**src/rtl/bmp280_sequencer.sv**
```systemverilog
// BMP280 transaction sequencer: chip-ID check, config/ctrl_meas writes, then periodic
// six-byte raw pressure/temperature bursts driven through a 16-bit SPI master.
module bmp280_sequencer #(
  parameter int unsigned SAMPLE_CYCLES  = 5000000,
  parameter int unsigned POWERUP_CYCLES = 100000,
  parameter int unsigned TIMEOUT_CYCLES = 1000,
  parameter logic [7:0]  CTRL_MEAS_VAL  = 8'h27,
  parameter logic [7:0]  CONFIG_VAL     = 8'h00,
  parameter logic [7:0]  CHIP_ID        = 8'h58
) (
  input  logic        clk,
  input  logic        reset_n,
  output logic        spi_enable,
  output logic [15:0] spi_tx,
  input  logic [15:0] spi_rx,
  input  logic        spi_busy,
  output logic [19:0] press_raw,
  output logic [19:0] temp_raw,
  output logic        data_valid,
  output logic        id_ok,
  output logic        spi_error
);

  localparam int PWR_W = (POWERUP_CYCLES > 1) ? $clog2(POWERUP_CYCLES) : 1;
  localparam int SMP_W = (SAMPLE_CYCLES > 1) ? $clog2(SAMPLE_CYCLES) : 1;
  localparam int TMO_W = (TIMEOUT_CYCLES > 0) ? $clog2(TIMEOUT_CYCLES + 1) : 1;
  localparam logic [PWR_W-1:0] PWR_LAST = PWR_W'(POWERUP_CYCLES - 1);
  localparam logic [SMP_W-1:0] SMP_LAST = SMP_W'(SAMPLE_CYCLES - 1);
  localparam logic [TMO_W-1:0] TMO_MAX  = TMO_W'(TIMEOUT_CYCLES);

  typedef enum logic [2:0] {
    S_PWR_WAIT, S_RD_ID, S_WR_CFG, S_WR_CTRL, S_SAMPLE_WAIT, S_RD_BURST, S_PUBLISH
  } state_t;

  typedef enum logic [1:0] {
    T_ISSUE, T_WAIT_BUSY_HI, T_WAIT_BUSY_LO, T_DONE
  } txn_t;

  state_t            r_state, w_state_nxt;
  txn_t              r_txn, w_txn_nxt;
  logic [PWR_W-1:0]  r_pwr_cnt;
  logic [SMP_W-1:0]  r_smp_cnt;
  logic [1:0]        r_hi_cnt;
  logic [TMO_W-1:0]  r_busy_cnt;
  logic [2:0]        r_byte_idx;
  logic [5:0][7:0]   r_shadow;
  logic [7:0]        r_rx_byte;
  logic              r_spi_enable;
  logic [15:0]       r_spi_tx;
  logic [19:0]       r_press, r_temp;
  logic              r_data_valid, r_id_ok, r_spi_error;

  logic              w_in_txn, w_issue, w_timeout, w_done, w_id_match;
  logic [15:0]       w_cmd;
  logic              w_unused;

  assign w_unused   = ^{spi_rx[15:8], r_shadow[2][3:0], r_shadow[5][3:0]};
  assign w_id_match = (r_rx_byte == CHIP_ID);

  always_comb begin
    w_state_nxt = r_state;
    w_txn_nxt   = r_txn;
    w_in_txn    = 1'b0;
    w_issue     = 1'b0;
    w_timeout   = 1'b0;
    w_done      = 1'b0;
    w_cmd       = 16'h0000;

    case (r_state)
      S_RD_ID:    begin w_in_txn = 1'b1; w_cmd = 16'hD000; end
      S_WR_CFG:   begin w_in_txn = 1'b1; w_cmd = {8'h75, CONFIG_VAL}; end
      S_WR_CTRL:  begin w_in_txn = 1'b1; w_cmd = {8'h74, CTRL_MEAS_VAL}; end
      S_RD_BURST: begin w_in_txn = 1'b1; w_cmd = {8'hF7 + {5'd0, r_byte_idx}, 8'h00}; end
      default:    begin w_in_txn = 1'b0; w_cmd = 16'h0000; end
    endcase

    // Per-transaction handshake; only runs while the main FSM owns a transaction
    if (w_in_txn) begin
      case (r_txn)
        T_ISSUE: begin
          if (!spi_busy) begin
            w_issue   = 1'b1;
            w_txn_nxt = T_WAIT_BUSY_HI;
          end
        end
        T_WAIT_BUSY_HI: begin
          if (spi_busy)            w_txn_nxt = T_WAIT_BUSY_LO;
          else if (r_hi_cnt == 2'd3) w_timeout = 1'b1;
        end
        T_WAIT_BUSY_LO: begin
          if (!spi_busy)                  w_txn_nxt = T_DONE;
          else if (r_busy_cnt >= TMO_MAX) w_timeout = 1'b1;
        end
        default: begin
          w_done    = 1'b1;
          w_txn_nxt = T_ISSUE;
        end
      endcase
    end

    case (r_state)
      S_PWR_WAIT:    if (r_pwr_cnt == PWR_LAST) w_state_nxt = S_RD_ID;
      S_RD_ID:       if (w_done) w_state_nxt = w_id_match ? S_WR_CFG : S_PWR_WAIT;
      S_WR_CFG:      if (w_done) w_state_nxt = S_WR_CTRL;
      S_WR_CTRL:     if (w_done) w_state_nxt = S_SAMPLE_WAIT;
      S_SAMPLE_WAIT: if (r_smp_cnt == '0) w_state_nxt = S_RD_BURST;
      S_RD_BURST:    if (w_done && (r_byte_idx == 3'd5)) w_state_nxt = S_PUBLISH;
      S_PUBLISH:     w_state_nxt = S_SAMPLE_WAIT;
      default:       w_state_nxt = S_PWR_WAIT;
    endcase

    // A stuck master abandons everything and forces full re-initialisation
    if (w_timeout) begin
      w_state_nxt = S_PWR_WAIT;
      w_txn_nxt   = T_ISSUE;
    end
  end

  always_ff @(posedge clk or negedge reset_n) begin
    if (!reset_n) begin
      r_state    <= S_PWR_WAIT;
      r_txn      <= T_ISSUE;
      r_pwr_cnt  <= '0;
      r_smp_cnt  <= '0;
      r_hi_cnt   <= '0;
      r_busy_cnt <= '0;
    end else begin
      r_state   <= w_state_nxt;
      r_txn     <= w_txn_nxt;
      r_pwr_cnt <= ((r_state == S_PWR_WAIT) && (w_state_nxt == S_PWR_WAIT)) ?
                   r_pwr_cnt + 1'b1 : '0;
      if ((w_state_nxt == S_SAMPLE_WAIT) && (r_state != S_SAMPLE_WAIT))
        r_smp_cnt <= SMP_LAST;
      else if ((r_state == S_SAMPLE_WAIT) && (r_smp_cnt != '0))
        r_smp_cnt <= r_smp_cnt - 1'b1;
      r_hi_cnt <= (w_in_txn && (r_txn == T_WAIT_BUSY_HI) && !spi_busy && !w_timeout) ?
                  r_hi_cnt + 1'b1 : '0;
      // The cycle busy is first seen high already counts as one busy-high cycle
      if (w_in_txn && (r_txn == T_WAIT_BUSY_HI) && spi_busy)
        r_busy_cnt <= TMO_W'(1);
      else if (w_in_txn && (r_txn == T_WAIT_BUSY_LO) && spi_busy && !w_timeout)
        r_busy_cnt <= r_busy_cnt + 1'b1;
      else
        r_busy_cnt <= '0;
    end
  end

  always_ff @(posedge clk or negedge reset_n) begin
    if (!reset_n) begin
      r_spi_enable <= 1'b0;
      r_spi_tx     <= 16'h0000;
      r_rx_byte    <= 8'h00;
      r_byte_idx   <= 3'd0;
      r_shadow     <= '0;
    end else begin
      r_spi_enable <= w_issue;
      if (w_issue) r_spi_tx <= w_cmd;
      if (w_in_txn && (r_txn == T_WAIT_BUSY_LO) && !spi_busy)
        r_rx_byte <= spi_rx[7:0];
      if (w_timeout || (r_state == S_PWR_WAIT)) begin
        r_byte_idx <= 3'd0;
      end else if ((r_state == S_RD_BURST) && w_done) begin
        r_shadow[r_byte_idx] <= r_rx_byte;
        r_byte_idx           <= (r_byte_idx == 3'd5) ? 3'd0 : r_byte_idx + 1'b1;
      end
    end
  end

  always_ff @(posedge clk or negedge reset_n) begin
    if (!reset_n) begin
      r_press      <= 20'h00000;
      r_temp       <= 20'h00000;
      r_data_valid <= 1'b0;
      r_id_ok      <= 1'b0;
      r_spi_error  <= 1'b0;
    end else begin
      r_data_valid <= (r_state == S_PUBLISH);
      if (r_state == S_PUBLISH) begin
        r_press <= {r_shadow[0], r_shadow[1], r_shadow[2][7:4]};
        r_temp  <= {r_shadow[3], r_shadow[4], r_shadow[5][7:4]};
      end
      if ((r_state == S_RD_ID) && w_done && w_id_match)
        r_id_ok <= 1'b1;
      if (w_timeout || ((r_state == S_RD_ID) && w_done && !w_id_match))
        r_spi_error <= 1'b1;
    end
  end

  assign spi_enable = r_spi_enable;
  assign spi_tx     = r_spi_tx;
  assign press_raw  = r_press;
  assign temp_raw   = r_temp;
  assign data_valid = r_data_valid;
  assign id_ok      = r_id_ok;
  assign spi_error  = r_spi_error;

endmodule

```
**config.mk**
```make
export PLATFORM = sky130hd
export DESIGN_NAME = bmp280_sequencer
export DESIGN_NICKNAME = d
export VERILOG_FILES = /design/src/rtl/bmp280_sequencer.sv
export SDC_FILE = /design/constraint.sdc
export NUM_CORES = 1
export LEC_CHECK = 0
export ABC_AREA = 1
export CORE_UTILIZATION = 45
export CTS_CLUSTER_SIZE = 8
export DETAILED_ROUTE_END_ITERATION = 10
export PLACE_DENSITY = 0.66
export SKIP_LAST_GASP = 1
export SLEW_MARGIN = 15
export SYNTH_ARGS = -nofsm -noshare
export SYNTH_HDL_FRONTEND = slang
export SYNTH_SLANG_ARGS = --single-unit
```
**constraint.sdc**
```tcl
create_clock -name clk -period 3.8 [get_ports clk]
set_clock_uncertainty 0.2 [all_clocks]
set_input_delay 1.14 -clock clk [delete_from_list [all_inputs] [get_ports clk]]
set_output_delay 1.14 -clock clk [all_outputs]
set_load 0.005 [all_outputs]
```
==> results_dict.tcl <==
set metrics [dict create \
    outcome "completed" \
    setup.worst_path.class "in2reg" \
    cts_sinks 160 \
    drive_gt1_frac 0.0845 \
    fp.dieH_um 130 \
    clock_latency_ns 0.43 \
    start_util 0.462 \
    area_growth_pct 18.9 \
    clock_path_buffers 2 \
    root_buffer "clkbuf_16" \
    ios 79 \
    design_area_mm2 0.00873 \
    holdWs_ns 0.250 \
    final_core_utilization 0.549 \
    core.rowCount 46 \
    antenna_found_initial 0 \
    drc 0 \
    crit_family "simple AND/OR/NAND/NOR gates" \
    drv_slew 0 \
    ys_types 37 \
    slew_headroom 0.532 \
    routabilityCongestion 0.821 \
    wl_met2_um 7000 \
    crit_path_top_delay_cell "clkdlybuf4s50_1" \
    p_leak_nw 4.39 \
    rsz0062_at_grt "false" \
    dp_hpwl_um 9850 \
    finalNetCount 954 \
    dieArea_mm2 0.0168 \
    routed_wirelength_um 14100 \
    synth.most_common_cell "nand2_1" \
    drt-wirelength-per-cell_um 12.3 \
    fin_crit_ns 2.94 \
    grt.total_usage 0.188 \
    worstPathRequired_ns 3.91 \
    swShare 0.221 \
    cts_max_level 4 \
    grt_pass1_vias 5205 \
    stdcell_count 1151 \
    async_reset_ff_frac 1.00 \
    fmax_mhz 340 \
    m1WireLength_um 6560 \
    place_ws_ns 0.382 \
    grt_max_degree 74 \
    clkTransAtPathRegs_ns 0.07 \
    crit_path_max_fanout 22 \
    diodes 0 \
    syn-instance-count 856 \
    gr-total-overflow 0 \
    path_cells "clkdlybuf4s50_1 > nand2_1 > nor2_1 > nand3_1 > nand2_1 > nand3_2 > nand2_2 > nand3_2 > inv_1 > nor2_1" \
    dpl_cell_area_mm2 0.00816 \
    port_buffers 66 \
    start_kind "input port" \
    hold_viol_final 0 \
    dr.max_layer_used "met4" \
    post_cts_buffers 0 \
    yosysWarnings 0 \
    synthFlopType "dfrtp_1" \
    final.setup.tns_ns 0 \
    post_cts_resized 0 \
    cts_tree "yes" \
    worstMarginPinSlew_ns 0.701 \
    combinationalPowerShare 0.016 \
    cts_buffers 17 \
    avgSynthCellArea_um2 8.58 \
    syn_area_mm2 0.00734 \
    net-switching-power_uw 753 \
    placed_cells 1119 \
    die_x_um 130 \
    synth_seq_area_share 0.545 \
    via_per_inst 4.68 \
    core_mm2 0.0159 \
    cp-end-kind "flop" \
    yosys_register_bits 160 \
    power-per-cell-area_mw_per_mm2 389 \
    worst_slack_ns 0.857 \
    total_power_mw 3.40 \
    setup_viol 0 \
    hp-class "reg2reg" \
    p_seq_frac 0.501 \
    yosys.area.top_type "dfrtp_1" \
    vdd_drop_max_mv 0.303 \
    synth_top_cells_by_count "272 x nand2_1, 160 x dfrtp_1, 90 x nor2_1, 84 x inv_1, 36 x nand3_1" \
    dr_wl_met3_um 390 \
    vias 5390 \
    synth.top_cells.by_area "dfrtp_1 55%, nand2_1 14%, nor2_1 4.6%" \
    synth-edff-count 0 \
    hold_buffers 0 \
    drt_pass1_iterations 4 \
    worstPathArrival_ns 3.06 \
    internal-power_mw 2.65 \
    fin_crit_sh 0.775 \
    yosysTopAreaCellShare 0.545 \
    maxCapViolCount 0 \
    grt_pass1_wl_um 24600 \
    crit_path_max_incr_delay_ns 0.56 \
    cp_num_buf_inv 2 \
    drt_iter0_markers 347 \
    pwr-share-clk 0.483 \
    ant_nets 0 \
]
## sequential cells by signal (all words and copies together) (netlist names)
signal / cells
data_valid: 1
id_ok: 1
press_raw: 20
r_busy_cnt: 10
r_byte_idx: 3
r_hi_cnt: 2
r_pwr_cnt: 17
r_rx_byte: 8
r_shadow: 40
r_smp_cnt: 23
r_state: 3
r_txn: 2
spi_enable: 1
spi_error: 1
spi_tx: 8
temp_raw: 20
## layer usage
metal | track usage | up-vias
li1 | - | 2805
met1 | 0.240 | 2508
met2 | 0.316 | 61
met3 | 0.0435 | 16
met4 | 0.0622 | 0
met5 | 0 | -
## area by class of cell
type,instances,area (um2)
fillers,1529,7160
well taps,216,270
repair buffers,71,724
flip-flops and latches,160,4000
inverters,88,333
clock inverters,13,126
clock buffers,19,443
multi-input cells,584,2830
## logic make-up after synthesis
family,share of synthesized area
flip-flops,0.545
buffers and inverters,0.0716
AO/OA/AOI/OAI,0.0615
adder cells (fa/ha/maj),0.0222
AND/OR/NAND/NOR,0.274
other,0.000511
XOR/XNOR,0.0251
## layout by cell type (no fill, tap or decap), types with 9 or more instances in the layout
cell / count
nor2_2: 12
o21ai_1: 32
nand4_1: 9
nor2_1: 89
ha_1: 13
nand3_1: 36
clkdlybuf4s50_1: 65
clkbuf_16: 17
nand2_1: 272
xor2_1: 14
o21ai_0: 26
dfrtp_1: 160
inv_1: 83
nor3_1: 11
a21oi_1: 16
## worst reg2reg max path: stages (launching register included)
cell and delay, ns:
dfrtp_1 0.41, inv_1 0.16, ha_1 0.19, nand2_1 0.14, nor2_1 0.12, nor2_1 0.05
nor2_1 0.14, nand2_1 0.07, inv_1 0.05, nand2_1 0.05, nand2_2 0.10, nand3_2 0.38
inv_1 0.19, nor2_1 0.06
## power groups by stage
stage / Combinational (mW) / Clock, mW / Sequential [mW]
final: 0.0529 / 1.64 / 1.70
after global routing: 0.0622 / 1.75 / 1.70
after CTS: 0.0562 / 1.68 / 1.70
after detailed placement: 0.0559 / 0 / 1.73
after global placement: 0.0557 / 0 / 1.73
after floorplan: 0.00529 / 0 / 1.74
## final timing paths
check | depth (start not counted) | to | slack, ns | from
worst max-delay path | 10 | r_smp_cnt[15] | 0.86 | spi_busy
worst min-delay path | 1 | r_hi_cnt[0] | 0.25 | r_hi_cnt[0]
worst max register to register | 13 | r_smp_cnt[15] | 1.38 | r_byte_idx[1]
worst min register to register | 1 | r_hi_cnt[0] | 0.25 | r_hi_cnt[0]
max in group asynchronous | 2 | r_smp_cnt[15] | 2.10 | reset_n
min in group asynchronous | 1 | temp_raw[11] | 0.51 | reset_n
(Power assumes the default switching activity.)
